## src/rtl/fetch_queue_pkg.sv

```systemverilog
// Shared types for the fetch queue: instruction word, prediction bundle,
// queue entry layout and the stale-response FSM states.
package fetch_queue_pkg;

    typedef logic [31:0] rv32i_word;

    localparam rv32i_word RV32I_NOP = 32'h00000013;

    // Branch-prediction bundle carried alongside each fetched word
    typedef struct packed {
        logic      taken;
        logic [1:0] bht;
        rv32i_word target;
    } predict_regs;

    typedef struct packed {
        rv32i_word   pc;
        rv32i_word   instr;
        predict_regs predict;
    } fq_entry_t;

    typedef enum logic {
        FQ_NORMAL,
        FQ_DROP
    } fq_state_t;

endpackage

```

## src/rtl/fetch_queue_if.sv

```systemverilog
// Fetch/decode handshake bundle for the fetch queue.
// master = fetch + decode side, slave = the queue itself.
interface fetch_queue_if
    import fetch_queue_pkg::*;
#(
    parameter int DEPTH = 4
);
    logic                   enq_valid;
    rv32i_word              enq_pc;
    rv32i_word              enq_instr;
    predict_regs            enq_predict;
    logic                   req_outstanding;
    logic                   flush;
    logic                   full;
    logic                   deq_ready;
    logic                   deq_valid;
    rv32i_word              deq_pc;
    rv32i_word              deq_instr;
    predict_regs            deq_predict;
    logic [$clog2(DEPTH):0] count;

    modport master (
        output enq_valid, enq_pc, enq_instr, enq_predict, req_outstanding, flush, deq_ready,
        input  full, deq_valid, deq_pc, deq_instr, deq_predict, count
    );

    modport slave (
        input  enq_valid, enq_pc, enq_instr, enq_predict, req_outstanding, flush, deq_ready,
        output full, deq_valid, deq_pc, deq_instr, deq_predict, count
    );
endinterface

```

## src/rtl/fetch_queue_mem.sv

```systemverilog
// Entry storage: one write port, one asynchronous read port, no reset.
module fetch_queue_mem
    import fetch_queue_pkg::*;
#(
    parameter int DEPTH = 4
) (
    input  logic                     clk,
    input  logic                     we,
    input  logic [$clog2(DEPTH)-1:0] waddr,
    input  fq_entry_t                wdata,
    input  logic [$clog2(DEPTH)-1:0] raddr,
    output fq_entry_t                rdata
);
    fq_entry_t mem [DEPTH];

    // Write the addressed entry; contents are don't-care until written
    always_ff @(posedge clk) begin
        if (we) mem[waddr] <= wdata;
    end

    assign rdata = mem[raddr];
endmodule

```

## src/rtl/fetch_queue.sv

```systemverilog
// Instruction buffer between fetch and decode. Circular buffer with
// head/tail/count, flush on redirect, and a DROP state that discards the
// one stale response still in flight after a flush.
// Optional macro FETCH_QUEUE_BYPASS_EN: an empty queue forwards the incoming
// word straight to decode in the same cycle when decode is ready.
module fetch_queue
    import fetch_queue_pkg::*;
#(
    parameter int        DEPTH    = 4,
    parameter rv32i_word NOP_WORD = RV32I_NOP
) (
    input logic          clk,
    input logic          reset,
    fetch_queue_if.slave q
);
    localparam int PW = $clog2(DEPTH);
    localparam int CW = PW + 1;

    logic [PW-1:0] head, tail;
    logic [CW-1:0] count_r;
    fq_state_t     state, state_nxt;
    fq_entry_t     rdata, wdata;
    logic          full_r, vld, byp, enq_fire, wr, deq_fire;

    assign full_r = (count_r == CW'(DEPTH));
    assign vld    = (count_r != '0);

`ifdef FETCH_QUEUE_BYPASS_EN
    assign byp = vld == 1'b0 && state == FQ_NORMAL && q.enq_valid && !q.flush && q.deq_ready;
`else
    assign byp = 1'b0;
`endif

    assign enq_fire = q.enq_valid && !full_r && state == FQ_NORMAL && !q.flush;
    // A bypassed word is consumed directly and never stored
    assign wr       = enq_fire && !byp;
    assign deq_fire = vld && q.deq_ready && !q.flush;

    assign wdata = '{pc: q.enq_pc, instr: q.enq_instr, predict: q.enq_predict};

    fetch_queue_mem #(.DEPTH(DEPTH)) u_mem (
        .clk   (clk),
        .we    (wr),
        .waddr (tail),
        .wdata (wdata),
        .raddr (head),
        .rdata (rdata)
    );

    // Pointers and occupancy; flush wins over any enqueue/dequeue
    always_ff @(posedge clk or posedge reset) begin
        if (reset) begin
            head    <= '0;
            tail    <= '0;
            count_r <= '0;
        end else if (q.flush) begin
            head    <= '0;
            tail    <= '0;
            count_r <= '0;
        end else begin
            if (wr)       tail <= tail + PW'(1);
            if (deq_fire) head <= head + PW'(1);
            if (wr && !deq_fire)      count_r <= count_r + CW'(1);
            else if (!wr && deq_fire) count_r <= count_r - CW'(1);
        end
    end

    // Stale-response FSM state register
    always_ff @(posedge clk or posedge reset) begin
        if (reset) state <= FQ_NORMAL;
        else       state <= state_nxt;
    end

    // Enter DROP only when a response is still owed; a same-cycle response
    // is already discarded by the flush itself
    always_comb begin
        state_nxt = state;
        case (state)
            FQ_NORMAL: if (q.flush && q.req_outstanding && !q.enq_valid) state_nxt = FQ_DROP;
            FQ_DROP:   if (!q.flush && q.enq_valid) state_nxt = FQ_NORMAL;
            default:   state_nxt = FQ_NORMAL;
        endcase
    end

    // Head presentation; NOP and zeros when nothing valid is on offer
    always_comb begin
        q.deq_valid   = vld;
        q.deq_pc      = '0;
        q.deq_instr   = NOP_WORD;
        q.deq_predict = '0;
        if (byp) begin
            q.deq_valid   = 1'b1;
            q.deq_pc      = q.enq_pc;
            q.deq_instr   = q.enq_instr;
            q.deq_predict = q.enq_predict;
        end else if (vld) begin
            q.deq_pc      = rdata.pc;
            q.deq_instr   = rdata.instr;
            q.deq_predict = rdata.predict;
        end
    end

    assign q.full  = full_r;
    assign q.count = count_r;
endmodule

```

## src/flat_wrapper.sv

```systemverilog
// flat-port wrapper written by rule: the top's interface ports become plain ports
module fetch_queue_flat import fetch_queue_pkg::*;
#(
    parameter int        DEPTH    = 4,
    parameter rv32i_word NOP_WORD = RV32I_NOP
)
  (clk, reset, q_enq_valid, q_enq_pc, q_enq_instr, q_enq_predict, q_req_outstanding, q_flush, q_deq_ready, q_full, q_deq_valid, q_deq_pc, q_deq_instr, q_deq_predict, q_count);
  fetch_queue_if #(.DEPTH(DEPTH)) q_i ();
  input logic clk;
  input logic reset;
  input wire logic [$bits(q_i.enq_valid)-1:0] q_enq_valid;
  input wire logic [$bits(q_i.enq_pc)-1:0] q_enq_pc;
  input wire logic [$bits(q_i.enq_instr)-1:0] q_enq_instr;
  input wire logic [$bits(q_i.enq_predict)-1:0] q_enq_predict;
  input wire logic [$bits(q_i.req_outstanding)-1:0] q_req_outstanding;
  input wire logic [$bits(q_i.flush)-1:0] q_flush;
  input wire logic [$bits(q_i.deq_ready)-1:0] q_deq_ready;
  output wire logic [$bits(q_i.full)-1:0] q_full;
  output wire logic [$bits(q_i.deq_valid)-1:0] q_deq_valid;
  output wire logic [$bits(q_i.deq_pc)-1:0] q_deq_pc;
  output wire logic [$bits(q_i.deq_instr)-1:0] q_deq_instr;
  output wire logic [$bits(q_i.deq_predict)-1:0] q_deq_predict;
  output wire logic [$bits(q_i.count)-1:0] q_count;
  assign q_i.enq_valid = q_enq_valid;
  assign q_i.enq_pc = q_enq_pc;
  assign q_i.enq_instr = q_enq_instr;
  assign q_i.enq_predict = q_enq_predict;
  assign q_i.req_outstanding = q_req_outstanding;
  assign q_i.flush = q_flush;
  assign q_i.deq_ready = q_deq_ready;
  assign q_full = q_i.full;
  assign q_deq_valid = q_i.deq_valid;
  assign q_deq_pc = q_i.deq_pc;
  assign q_deq_instr = q_i.deq_instr;
  assign q_deq_predict = q_i.deq_predict;
  assign q_count = q_i.count;
  fetch_queue #(.DEPTH(DEPTH), .NOP_WORD(NOP_WORD)) u_core (.clk(clk), .reset(reset), .q(q_i));
endmodule
```

## config.mk

```make
export PLATFORM = sky130hd
export DESIGN_NAME = fetch_queue_flat
export DESIGN_NICKNAME = d
export VERILOG_FILES = /design/src/rtl/fetch_queue_pkg.sv /design/src/rtl/fetch_queue_if.sv /design/src/rtl/fetch_queue_mem.sv /design/src/rtl/fetch_queue.sv /design/src/flat_wrapper.sv
export SDC_FILE = /design/constraint.sdc
export NUM_CORES = 1
export LEC_CHECK = 0
export ABC_AREA = 1
export CAP_MARGIN = 10
export CORE_ASPECT_RATIO = 0.9
export CORE_MARGIN = 10
export CORE_UTILIZATION = 30
export CTS_CLUSTER_SIZE = 12
export DETAILED_ROUTE_END_ITERATION = 7
export GPL_ROUTABILITY_DRIVEN = 1
export GPL_TIMING_DRIVEN = 0
export PLACE_DENSITY = 0.52
export RECOVER_POWER = 25
export REMOVE_ABC_BUFFERS = 1
export SLEW_MARGIN = 20
export SYNTH_ARGS = -nofsm -noshare
export SYNTH_HDL_FRONTEND = slang
export SYNTH_SLANG_ARGS = --single-unit
```

## constraint.sdc

```tcl
create_clock -name clk -period 5.4 [get_ports clk]
set_input_delay 1.08 -clock clk [delete_from_list [all_inputs] [get_ports clk]]
set_output_delay 1.08 -clock clk [all_outputs]
set_load 0.02 [all_outputs]
```

==> results of run 1 <==
-- registers in the layout, summed over array words and instances (netlist names) --
signal / count
u_core.head: 2
u_core.q.count: 3
u_core.state: 1
u_core.tail: 2
u_core.u_mem.mem: 396
-- per-layer routing --
metal,GRT usage (%),vias up
met4,3.52,10
met3,3.14,64
met2,20.4,220
met1,16.6,4906
li1,-,4826
met5,0,-
-- stage by stage --
step	power, W	instances	hold WS (ns)
final	0.00962	2171	0.533
after global placement	0.00687	2059	0.525
after floorplan	0.00525	1163	0.520
after CTS	0.00982	2170	0.534
after detailed placement	0.00688	2088	0.524
after global routing	0.0101	2170	0.589
-- cell type report --
| type | count | area, um^2 |
|---|---|---|
| antenna | 1 | 2.50 |
| clock buffer | 64 | 1280 |
| sequential | 404 | 12100 |
| timing repair buffer | 237 | 2780 |
| multi-input combinational | 737 | 3260 |
| clock inverter | 18 | 114 |
| tap | 688 | 861 |
| fill | 4957 | 31400 |
| inverter | 22 | 100 |
-- worst paths after layout --
| check | start | end | slack [ns] | cells past startpoint |
|---|---|---|---|---|
| min reg2reg | u_core.q.count[0]$_DFFE_PP0P_ | u_core.q.count[0]$_DFFE_PP0P_ | 0.53 | 1 |
| min | u_core.q.count[0]$_DFFE_PP0P_ | u_core.q.count[0]$_DFFE_PP0P_ | 0.53 | 1 |
| max in group asynchronous | reset | u_core.head[1]$_DFFE_PP0P_ | 4.20 | 2 |
| min in group asynchronous | reset | u_core.q.count[0]$_DFFE_PP0P_ | 0.92 | 2 |
| max | u_core.head[0]$_DFFE_PP0P_ | q_deq_instr[1] | 0.66 | 6 |
| max reg2reg | u_core.q.count[0]$_DFFE_PP0P_ | u_core.u_mem.mem[1][85]$_DFFE_PP_ | 2.99 | 6 |
-- Yosys cell counts --
master                       n
sky130_fd_sc_hd__inv_1      19
sky130_fd_sc_hd__fa_1        1
sky130_fd_sc_hd__buf_4      15
sky130_fd_sc_hd__o21ai_0   201
sky130_fd_sc_hd__nor2_1    401
sky130_fd_sc_hd__clkbuf_1   28
sky130_fd_sc_hd__nand2_1    18
sky130_fd_sc_hd__xnor2_1     1
sky130_fd_sc_hd__clkinv_1    1
sky130_fd_sc_hd__nor2_2      1
sky130_fd_sc_hd__inv_2       2
sky130_fd_sc_hd__ha_1        4
sky130_fd_sc_hd__a21oi_1   100
sky130_fd_sc_hd__dfrtp_1     8
sky130_fd_sc_hd__nand3_1     4
sky130_fd_sc_hd__buf_1       4
sky130_fd_sc_hd__o21ai_1     2
sky130_fd_sc_hd__nand2_2     1
sky130_fd_sc_hd__edfxtp_1  396
sky130_fd_sc_hd__buf_2      28
sky130_fd_sc_hd__o311ai_0    3
-- cell families after synthesis --
logic type / after synthesis / share of synthesized area, %
fa+ha+maj: 5 / 0.444
compound gates: 306 / 9.78
flops: 404 / 76.7
simple gates: 425 / 10.2
xor+xnor: 1 / 0.0555
buf+inv: 97 / 2.89
-- power breakdown --
group	internal [W]	switching, W	total (W)
registers	0.00359	0.0000685	0.00366
logic	0.00121	0.00186	0.00307
clock network	0.00170	0.00120	0.00289
total	0.00650	0.00313	0.00962
-- placed cells by master (no fill, tap or decap), types with 3 or more instances in the layout --
master / count
sky130_fd_sc_hd__a21oi_1: 100
sky130_fd_sc_hd__buf_12: 14
sky130_fd_sc_hd__buf_16: 15
sky130_fd_sc_hd__clkbuf_1: 15
sky130_fd_sc_hd__clkbuf_16: 49
sky130_fd_sc_hd__clkdlybuf4s50_1: 149
sky130_fd_sc_hd__clkinv_1: 12
sky130_fd_sc_hd__dfrtp_1: 6
sky130_fd_sc_hd__dlygate4sd3_1: 59
sky130_fd_sc_hd__edfxtp_1: 396
sky130_fd_sc_hd__ha_1: 4
sky130_fd_sc_hd__inv_1: 18
sky130_fd_sc_hd__nand2_1: 18
sky130_fd_sc_hd__nand3_1: 4
sky130_fd_sc_hd__nor2_1: 397
sky130_fd_sc_hd__nor2_4: 4
sky130_fd_sc_hd__o21ai_0: 201
sky130_fd_sc_hd__o311ai_0: 3
==> metrics.md, run 1 <==
| Metric | Value |
|---|---|
| Aggregate global routing overflow | 0 |
| Maximum fanout along the worst path | slightly above 100 |
| CP required | 4.32 ns |
| Share of final-layout standard cells stronger than drive strength 1 | 6.48% |
| Slowest CP cell | sky130_fd_sc_hd__clkdlybuf4s50_1 |
| Worst-path cell chain | buf_16 > inv_8 > buf_16 > nor2_1 > o311ai_0 > clkdlybuf4s50_1 |
| Register bit count reported by yosys | 404 |
| Count of final setup violators | 0 |
| Detailed-routed wire length on met3 | 2380 um |
| DIE AREA | 62200 um^2 |
| Setup clock skew after layout | between 0.009 and 0.01 ns |
| Highest attainable clock frequency | 211 MHz |
| Setup repair after global routing missed its margin | no |
| CP Capture Type | output port |
| Largest area contributor in the synthesized netlist | sky130_fd_sc_hd__edfxtp_1 |
| Number of global-route vias before repair | 9966 |
| Min cycle time layout | 4.74 ns |
| Average size of a mapped cell | 12.7 um^2 |
| CTS root buffer | sky130_fd_sc_hd__clkbuf_16 |
| Routed WL per cell | 18.5 um |
| Worst Max-Slew Pin Slew | 0.587 ns |
| Total number of placement rows | 79 |
| Total leakage power | 6.81 nW |
| Number of distinct library cell variants in the gate-level netlist after synthesis | 21 |
| Post-route antenna net violation count | 0 |
| Met2 wire length | 19000 um |
| Detail Placement HPWL | 24100 um |
| Post-route DRC violation count | 0 |
| Post-synth design cell area | 15800 um^2 |
| Final period utilization | between 80 and 90% |
| DIE WIDTH | 262 um |
| Final routed wirelength across all metal layers | 40200 um |
| Top cells by area in the synthesized netlist | sky130_fd_sc_hd__edfxtp_1, sky130_fd_sc_hd__nor2_1, sky130_fd_sc_hd__o21ai_0 |
| Max transition margin | between 60% and 70% |
| Placeable Area | 51900 um^2 |
| Pre-antenna DRT Iters | 5 |
| Placed instance area | about 19000 um^2 |
| Final count of hold timing violations | 0 |
| Post-Route Setup TNS | 0 ns |
| Area growth from synthesis to final layout | 29.9% |
| Proportion of netlist area held by the largest area contributor | between 70% and 80% |
| Final number of max-transition violations | 0 |
| CP Buf/Inv Count | 4 |
| Final setup slack of the worst path | 0.664 ns |
| Layout Utilization | 39.5% |
| Drt initial violations | 488 |
| Post-route cell area | 20500 um^2 |
| Kind of path behind the tightest hold check | reg -> reg |
| Hold buffers post-CTS | 0 |
| Post-synthesis instance total | 1238 |
| First-pass GRT wire length | around 61000 um |
| Overall routing resource usage | 12.6% |
| TritonCTS clock tree | yes |
| Max-Cap Viols | 0 |
| Initial core utilization | between 30% and 40% |
| Type of element launching the critical path | register |
| Number of buffers created by CTS | 46 |
| Initial antenna violation count | 5 |
| Maximum buffer depth of the clock tree | 3 |
| Via count | ~10k |
| Max incr delay on CP | about 0.70 ns |
| Pin count of the biggest net entering global routing | 104 |
| Cell family contributing the most delay on the critical path | buffers and inverters |
| Number of gates resized after CTS | 0 |
| Top routing layer used | met5 |
| Count of boundary I/O pins | between 200 and 250 |
| Part of the Yosys area used for sequential elements | 76.7% |
| Max VDD drop | 0.298 mV |
| Post-CTS Setup Inserts | 0 |
| Power density cells | approximately 470 nW/um^2 |
| Arrival @ worst endpoint | 3.66 ns |
| Number of synthesis warnings | 0 |
| Met1 Wirelength | 18000 um |
| Total Nets Final | 1558 |
| Outcome | complete, no violations |
| Gpl congestion | roughly 0.7 |
| Worst setup slack after placement | 1.16 ns |
| Die extent in y | 238 um |
| Cell type with the highest occurrence count on the critical path | sky130_fd_sc_hd__buf_16 |
| Critical path type | reg -> out |
| Clk sink count | roughly 400 |
| Clock H-tree levels | 2 |
| Clock transition at the register clock pins on the worst setup and hold paths after CTS | 0.06 ns |
| Worst skew pair latency | 0.56 ns |
| Port Buf Inserts | 208 |
| Vias per cell | 4.62 |
(Power assumes the default switching activity.)
==> inputs of run 2 (changes only) <==
--- a/config.mk
+++ b/config.mk
@@ -6,7 +6,7 @@
 export NUM_CORES = 1
 export LEC_CHECK = 0
 export ABC_AREA = 1
-export CAP_MARGIN = 10
+export CAP_MARGIN = 20
 export CORE_ASPECT_RATIO = 0.9
 export CORE_MARGIN = 10
 export CORE_UTILIZATION = 30
@@ -17,7 +17,6 @@
 export PLACE_DENSITY = 0.52
 export RECOVER_POWER = 25
 export REMOVE_ABC_BUFFERS = 1
-export SLEW_MARGIN = 20
 export SYNTH_ARGS = -nofsm -noshare
 export SYNTH_HDL_FRONTEND = slang
 export SYNTH_SLANG_ARGS = --single-unit
==> run 2 against run 1 <==
  * Count of clock-buffer cells in the layout down 5
  * Via count down 1.7%
  * Combinational power down 2%
  * Critical path depth down 1
  * Final cell count down 0.78%
  * Global-route usage up 0.12 points
  * Fmax up 1.7%
  * Sequential power about the same
  * Flip-flop and latch count unchanged
  * Critical endpoint is now q_deq_instr[0]
  * Highest routed layer unchanged
==> metrics.md, run 2 (synthesis results as in run 1) <==
| Metric | Value |
|---|---|
| Total Nets Final | 1550 (-0.51%) |
| Arrival @ worst endpoint | 3.58 ns (-0.08 ns) |
| Max transition margin | 42.4% (-18 points) |
| Worst-path cell chain | inv_6 > buf_16 > nor2_1 > o311ai_0 > clkdlybuf4s50_1 |
| TritonCTS clock tree | yes |
| Placeable Area | 51900 um^2 (unchanged) |
| Max incr delay on CP | 0.73 ns (+0.03 ns) |
| Max VDD drop | 0.260 mV (-13%) |
| CP Capture Type | output port |
| Overall routing resource usage | 12.8% (+0.12 points) |
| Number of global-route vias before repair | 9912 (-0.54%) |
| Worst Hold Slack | 0.542 ns (+0.00883 ns) |
| Max-Cap Viols | 0 (unchanged) |
| Final count of hold timing violations | 0 (unchanged) |
| Detail Placement HPWL | 23700 um (-1.6%) |
| Pin count of the biggest net entering global routing | 104 (unchanged) |
| Slowest CP cell | sky130_fd_sc_hd__dfrtp_4 |
| Flip-flop count of the largest register, all copies and words added | 396 (unchanged) |
| Final period utilization | 86.2% (-1.5 points) |
| Maximum buffer depth of the clock tree | 3 (unchanged) |
| Initial core utilization | 30.4% (unchanged) |
| Pre-antenna DRT Iters | 4 (-1) |
| Power Total | 0.00943 W (-2.0%) |
| Post-CTS Setup Inserts | 0 (unchanged) |
| Worst Max-Slew Pin Slew | 0.864 ns (+0.277 ns) |
| First-pass GRT wire length | 61500 um (+0.70%) |
| Clock transition at the register clock pins on the worst setup and hold paths after CTS | 0.06 ns (about the same) |
| Final routed wirelength across all metal layers | 40300 um (about the same) |
| CP required | 4.32 ns (about the same) |
| CTS root buffer | sky130_fd_sc_hd__clkbuf_16 |
| Gpl congestion | 0.700 (unchanged) |
| DIE AREA | 62200 um^2 (unchanged) |
| CP Buf/Inv Count | 3 (-1) |
| Number of gates resized after CTS | 0 (unchanged) |
| Top register by number of flip-flops | u_core.u_mem.mem |
| Aggregate global routing overflow | 0 (unchanged) |
| Count of boundary I/O pins | 209 (unchanged) |
| Commonest non-fill, non-tap cell in the layout | sky130_fd_sc_hd__nor2_1 |
| Post-route DRC violation count | 0 (unchanged) |
| Type of element launching the critical path | register |
| Initial antenna violation count | 5 (unchanged) |
| Power density cells | 468 nW/um^2 (-0.44%) |
| Worst skew pair latency | 0.56 ns (about the same) |
| Total number of placement rows | 79 (unchanged) |
| Outcome | complete, no violations |
| Highest attainable clock frequency | 215 MHz (+1.7%) |
| DIE WIDTH | 262 um (unchanged) |
| Highest-count cells in the layout ignoring fill and taps | sky130_fd_sc_hd__nor2_1, sky130_fd_sc_hd__edfxtp_1, sky130_fd_sc_hd__o21ai_0 |
| Number of buffers created by CTS | 45 (-2.2%) |
| Cell family contributing the most delay on the critical path | buffers and inverters |
| Area growth from synthesis to final layout | 27.9% |
| Via count | 9857 (-1.7%) |
| Clock H-tree levels | 2 (unchanged) |
| Total leakage power | 6.66 nW (-2.2%) |
| Final number of max-transition violations | 0 (unchanged) |
| Hold buffers post-CTS | 0 (unchanged) |
| Routed WL per cell | 18.7 um (+0.88%) |
| Share of final-layout standard cells stronger than drive strength 1 | 5.81% (-0.67 points) |
| Kind of path behind the tightest hold check | reg -> reg |
| Die extent in y | 238 um (unchanged) |
| Maximum fanout along the worst path | 103 (unchanged) |
| Setup repair after global routing missed its margin | no |
| Min cycle time layout | 4.66 ns (-0.0786 ns) |
| Post-Route Setup TNS | 0 ns (unchanged) |
| Critical path type | reg -> out |
| Count of final setup violators | 0 (unchanged) |
| Drt initial violations | 537 (+10%) |
| Post-route antenna net violation count | 0 (unchanged) |
| Vias per cell | 4.58 (-0.91%) |
| Setup clock skew after layout | 0.0107 ns (+0.000947 ns) |
| Port Buf Inserts | 208 (unchanged) |
| Clk sink count | 404 (unchanged) |
[run 2: final timing paths]
path	from	endpoint	slack (ns)	cells past startpoint
max	u_core.head[0]$_DFFE_PP0P_	q_deq_instr[0]	0.74	5
max reg2reg	u_core.q.count[0]$_DFFE_PP0P_	u_core.u_mem.mem[2][95]$_DFFE_PP_	2.85	6
min	u_core.q.count[0]$_DFFE_PP0P_	u_core.q.count[0]$_DFFE_PP0P_	0.54	1
max in group asynchronous	reset	u_core.head[1]$_DFFE_PP0P_	4.19	2
min in group asynchronous	reset	u_core.head[0]$_DFFE_PP0P_	0.92	2
min reg2reg	u_core.q.count[0]$_DFFE_PP0P_	u_core.q.count[0]$_DFFE_PP0P_	0.54	1
[run 2: where the power goes]
part / internal [W] / switching (W) / total (W)
sequential: 0.00359 / 0.000102 / 0.00369
clock: 0.00157 / 0.00117 / 0.00274
combinational: 0.00118 / 0.00182 / 0.00300
[run 2: area by class of cell]
| type | instances | area (um^2) |
|---|---|---|
| clock inverter | 12 | 91.3 |
| clock buffer | 59 | 1180 |
| multi-input combinational | 737 | 3260 |
| inverter | 22 | 95.1 |
| antenna | 2 | 5.00 |
| timing repair buffer | 230 | 2590 |
| tap | 688 | 861 |
| sequential | 404 | 12100 |
| fill | 4917 | 31700 |
[run 2: metal layers]
layer	global-route usage [%]	vias to the layer above	routed length, um
met5	0	-	46
met4	3.68	8	835
met3	3.12	67	2450
met2	20.3	204	18700
met1	17.0	4779	18200
li1	-	4799	-
[run 2: stage by stage]
stage	setup slack, ns	cell area (um^2)	instances	util (%)
after global placement	-8.99	18300	2059	35.3
final	0.743	20200	2154	38.9
after global routing	0.418	20200	2152	38.9
after CTS	0.587	20200	2152	38.9
after floorplan	-2.00	15400	1163	-
after detailed placement	1.20	18900	2081	36.4
